### config.mk
export PLATFORM = sky130hd
export DESIGN_NAME = serial_addsub_of
export DESIGN_NICKNAME = d
export VERILOG_FILES = /design/src/rtl/arith_pkg.sv /design/src/rtl/full_adder.sv /design/src/rtl/serial_addsub_of.sv
export SDC_FILE = /design/constraint.sdc
export NUM_CORES = 1
export LEC_CHECK = 0
export CELL_PAD_IN_SITES_DETAIL_PLACEMENT = 0
export CELL_PAD_IN_SITES_GLOBAL_PLACEMENT = 1
export CORE_MARGIN = 4
export CORE_UTILIZATION = 36
export DETAILED_ROUTE_END_ITERATION = 6
export PLACE_DENSITY_LB_ADDON = 0.05
export SYNTH_ARGS = -nofsm -noshare
export SYNTH_HDL_FRONTEND = slang
export SYNTH_SLANG_ARGS = --single-unit
### constraint.sdc
create_clock -name clk -period 1.4 [get_ports clk]
set_input_delay 0.14 -clock clk [delete_from_list [all_inputs] [get_ports clk]]
set_output_delay 0.14 -clock clk [all_outputs]
set_load 0.01 [all_outputs]
### src/rtl/arith_pkg.sv
// Shared arithmetic definitions for the serial add/subtract datapath.
//   state_t   : sequencer states of the bit-serial unit
//   OP_ADD/SUB: encodings of the op select input
//   DEF_WIDTH : default operand width
package arith_pkg;

    typedef enum logic [1:0] {
        IDLE = 2'd0,
        RUN  = 2'd1,
        DONE = 2'd2
    } state_t;

    localparam logic OP_ADD    = 1'b0;
    localparam logic OP_SUB    = 1'b1;
    localparam int   DEF_WIDTH = 4;

endpackage

### src/rtl/full_adder.sv
// Single-bit full adder cell.
//   a, b : addend bits
//   ci   : carry in
//   s    : sum bit
//   co   : carry out
module full_adder (
    input  logic a,
    input  logic b,
    input  logic ci,
    output logic s,
    output logic co
);

    assign s  = a ^ b ^ ci;
    assign co = (a & b) | (ci & (a ^ b));

endmodule

### src/rtl/serial_addsub_of.sv
// Bit-serial signed adder/subtractor with two's-complement overflow flag.
// One bit is resolved per clock through a single full adder and a carry flop.
//   clk, rst : clock, synchronous active-high reset
//   start    : request, sampled only while busy=0 (IDLE or DONE)
//   op       : 0 = a+b, 1 = a-b (latched with start)
//   a, b     : two's-complement operands (latched with start)
//   busy     : high while bits are being processed
//   done     : one-cycle pulse when result/carry/of become valid
//   result   : a+b or a-b modulo 2^WIDTH
//   carry    : carry out for add, borrow for subtract
//   of       : signed overflow
module serial_addsub_of
    import arith_pkg::*;
#(
    parameter int WIDTH = DEF_WIDTH
) (
    input  logic             clk,
    input  logic             rst,
    input  logic             start,
    input  logic             op,
    input  logic [WIDTH-1:0] a,
    input  logic [WIDTH-1:0] b,
    output logic             busy,
    output logic             done,
    output logic [WIDTH-1:0] result,
    output logic             carry,
    output logic             of
);

    localparam int CW = $clog2(WIDTH) + 1;

    state_t           state, state_nxt;
    logic             accept;
    logic             last;

    logic [WIDTH-1:0] sa, sb;
    logic [CW-1:0]    cnt;
    logic             cf;
    logic             op_q;
    logic             c_msb_in;
    logic             fa_s, fa_co;

    assign last     = (cnt == CW'(WIDTH - 1));
    // Carry into the bit being processed; on the final step that is the
    // carry into the MSB, which overflow is judged against.
    assign c_msb_in = cf;

    full_adder u_fa (
        .a  (sa[0]),
        .b  (sb[0]),
        .ci (cf),
        .s  (fa_s),
        .co (fa_co)
    );

    always_ff @(posedge clk) begin
        if (rst) state <= IDLE;
        else     state <= state_nxt;
    end

    always_comb begin
        state_nxt = state;
        accept    = 1'b0;
        case (state)
            IDLE: begin
                if (start) begin
                    accept    = 1'b1;
                    state_nxt = RUN;
                end
            end
            RUN: begin
                if (last) state_nxt = DONE;
            end
            DONE: begin
                if (start) begin
                    accept    = 1'b1;
                    state_nxt = RUN;
                end else begin
                    state_nxt = IDLE;
                end
            end
            default: state_nxt = IDLE;
        endcase
    end

    always_ff @(posedge clk) begin
        if (rst) begin
            sa     <= '0;
            sb     <= '0;
            result <= '0;
            cnt    <= '0;
            cf     <= 1'b0;
            op_q   <= OP_ADD;
            carry  <= 1'b0;
            of     <= 1'b0;
        end else if (accept) begin
            sa   <= a;
            // Subtract is a + ~b + 1: invert b here and seed the carry with op.
            sb   <= (op == OP_SUB) ? ~b : b;
            cf   <= op;
            op_q <= op;
            cnt  <= '0;
        end else if (state == RUN) begin
            sa     <= sa >> 1;
            sb     <= sb >> 1;
            result <= {fa_s, result[WIDTH-1:1]};
            cf     <= fa_co;
            cnt    <= cnt + 1'b1;
            if (last) begin
                carry <= (op_q == OP_SUB) ? ~fa_co : fa_co;
                of    <= c_msb_in ^ fa_co;
            end
        end
    end

    assign busy = (state == RUN);
    assign done = (state == DONE);

endmodule

==> reports/results.ini <==
[status]
status=completed

[timing]
clock.fmax_mhz=749.5
relSlewSlack_pct=70.97
finClkSkew_ps=10.75
setup_tns_ps=0
finalHoldViolCount=0
worstMarginPinSlew_ps=435.5
fin_crit_ps=1334
finalCritPeriodShare_pct=95.31
rsz0062_at_grt=no
hold_slack_ps=425.9
timing.final.setup_violations=0
slew_violations=0

[finish]
stdcell_count=148
final_cell_mix=dfxtp_1, clkdlybuf4s50_1, nand2_1
antennaDiodeCount=0
finalNetCount=136
drive_gt1_share_pct=10.83
final_area_um2=1169
nFillCells=226
layout_commonest_cell=dfxtp_1
multi_input_area_um2=437.9
syn2layout_area_growth_pct=28.65
regArea_um2=421.7

[setup_path]
max_stage_delay_ps=540
ff2ff_path_depth=3
crit_path_start=result[3]
r2r-start=c_msb_in
crit_family=buffers and inverters
crit_chain=clkdlybuf4s50_1
crit_fanout=3
cp-end-kind=output pin
crit_path_start_kind=flip-flop
critPathKind=reg2out
path_buf_inv=1
crit_required_ps=1260
arrival_ps=1190
cp.depth=1
crit_slowest_cell=clkdlybuf4s50_1

[grt]
grt_max_degree=22
grt_usage_pct=11.30
overflow=0
antenna_found_initial=0
grt_pass1_wl_um=2973
grt_pass1_vias=673

[synthesis]
synth_warnings=0
synth_seq_cells=21
synth-adder-area-share_pct=4.959
yosys-top-cells-area=dfxtp_1, nand2_1, a21oi_1
netlist_area_um2=908.4
synthXorXnorAreaFrac_pct=6.749
synthMuxAreaShare_pct=2.204
synth_top_family_by_area=simple AND/OR/NAND/NOR gates
ys_types=27
synth_cells=100
synth_compound_area_share_pct=15.01
synth_top_area_cell=dfxtp_1
synth_seq_area_share_pct=46.28
synthDominantCellAreaShare_pct=46.28
synthesis.nets=115
postSynthAreaPerCell_um2=9.084
synthSimpleGateAreaFrac_pct=19.01

[pwr]
leakagePower_nw=0.4438
p_per_area_nw_per_um2=988.3
peakVddDrop_mv=0.8106
switching_power_w=0.0003052
p_seq_share_pct=56.7
power_frac_comb_pct=18.2
power_w=0.001155
clock_power_share_pct=25.2
swShare_pct=26.43
intPower_w=0.0008498

[detailed_routing]
vias_per_cell=5.014
drc=0
firstDrtPassIters=2
vias=742
ant_nets=0
drt-wirelength-per-cell_um=12.42
drt_iter0_markers=6
wirelength_um=1838

[floorplan]
die_h_um=58.23
dieArea_um2=3391
coreArea_um2=2297
io_pins=20
initial_core_util_pct=39.54
die_x_um=58.23
core.rowCount=17

[placement]
hpwlAfterDp_um=1344
gp_congestion=0.7465
io_buffers=19
place_inst=144
place_area_um2=1139

[clock_tree]
numCtsBuffers=3
htreeDepth=1
worstSkewPairLatency_ps=300
hold_buffers=0
path_clk_slew_ps=120
clkSinkCount=21
cts_tree=done
clock-root-buffer=clkbuf_4
clockBufferDepth=2

[min_path]
hp-start=a[2]
whs_path_depth=3
worst_hold_path_type=in2reg

[flow_run]
drv_cap=0

==> logic make-up (layout without fill, tap and decap cells) <==
group                      count (synthesis)  in the layout
AOI/OAI and AO/OA                         21             21
xor gates and xnor gates                   7              7
adders and majority gates                  3              3
buffers and inverters                     10             30
DFF                                       21             21
muxes                                      2              2
and+or+nand+nor                           36             36
==> final timing paths <==
| path | to | slack, ps |
|---|---|---|
| setup / recovery | result[3] | 70 |
| setup reg to reg | of | 130 |
| hold / removal | sa[2] | 430 |
| hold reg to reg | result[0] | 470 |
==> cell usage after synthesis <==
library cell / number
clkbuf_1: 3
nor2_1: 3
a31oi_1: 1
buf_6: 1
buf_2: 3
buf_4: 1
o22ai_1: 3
nand2b_1: 1
inv_1: 1
nor3_1: 9
nand2b_4: 1
a22oi_1: 2
a2111oi_2: 1
and2b_1: 1
xor2_1: 4
ha_1: 2
a21oi_1: 10
mux2i_1: 2
inv_2: 1
nand2_1: 15
fa_1: 1
a311oi_1: 3
o21ai_0: 1
dfxtp_1: 21
xnor2_1: 3
nand3_1: 4
nor2b_1: 2
==> state kept, by name, summed over array words and instances (netlist names) <==
register / flops
result: 4
op_q: 1
of: 1
state: 2
c_msb_in: 1
sb: 4
carry: 1
sa: 4
cnt: 3
==> final cells by class <==
class,count,area share [%]
Sequential cell,21,36.08
Inverter,2,0.6424
Clock buffer,4,2.248
Multi-Input combinational cell,69,37.47
Timing Repair Buffer,24,20.56
Tap cell,28,2.998
==> power by group through the flow <==
| stage | Sequential [W] | Clock, W | Combinational (W) |
|---|---|---|---|
| 2_1_floorplan | 0.000665 | 0 | 0.000134 |
| 3_3_place_gp | 0.000667 | 0 | 0.000211 |
| 3_5_place_dp | 0.000668 | 0 | 0.000214 |
| 4_1_cts | 0.000655 | 0.000303 | 0.000213 |
| 5_1_grt | 0.000660 | 0.000321 | 0.000234 |
| 6_report | 0.000655 | 0.000291 | 0.000210 |
==> through the flow <==
stage          worst slack (ps)  utilization [%]
5_1_grt                   7.560            50.87
3_3_place_gp              23.89            49.56
6_report                  65.70            50.87
3_5_place_dp              1.862            49.56
4_1_cts                   39.38            50.65
2_1_floorplan             143.1                -
==> per-layer routing <==
metal / vias to the layer above / GRT usage, % / part of all wire [%]
met1: 336 / 14.80 / 47
met5: - / 0 / 0
li1: 384 / - / -
met2: 22 / 18.23 / 45
met3: 0 / 4.232 / 7.4
met4: 0 / 1.325 / 0
==> what timing repair did <==
action / 4_1_cts / 5_1_grt
buffers inserted: 0 / 0
setup endpoints to repair: 2 / 2
resized for setup: 3 / 2
hold endpoints to repair: 0 / 0
Note: power is estimated with default switching activity, not from simulation.
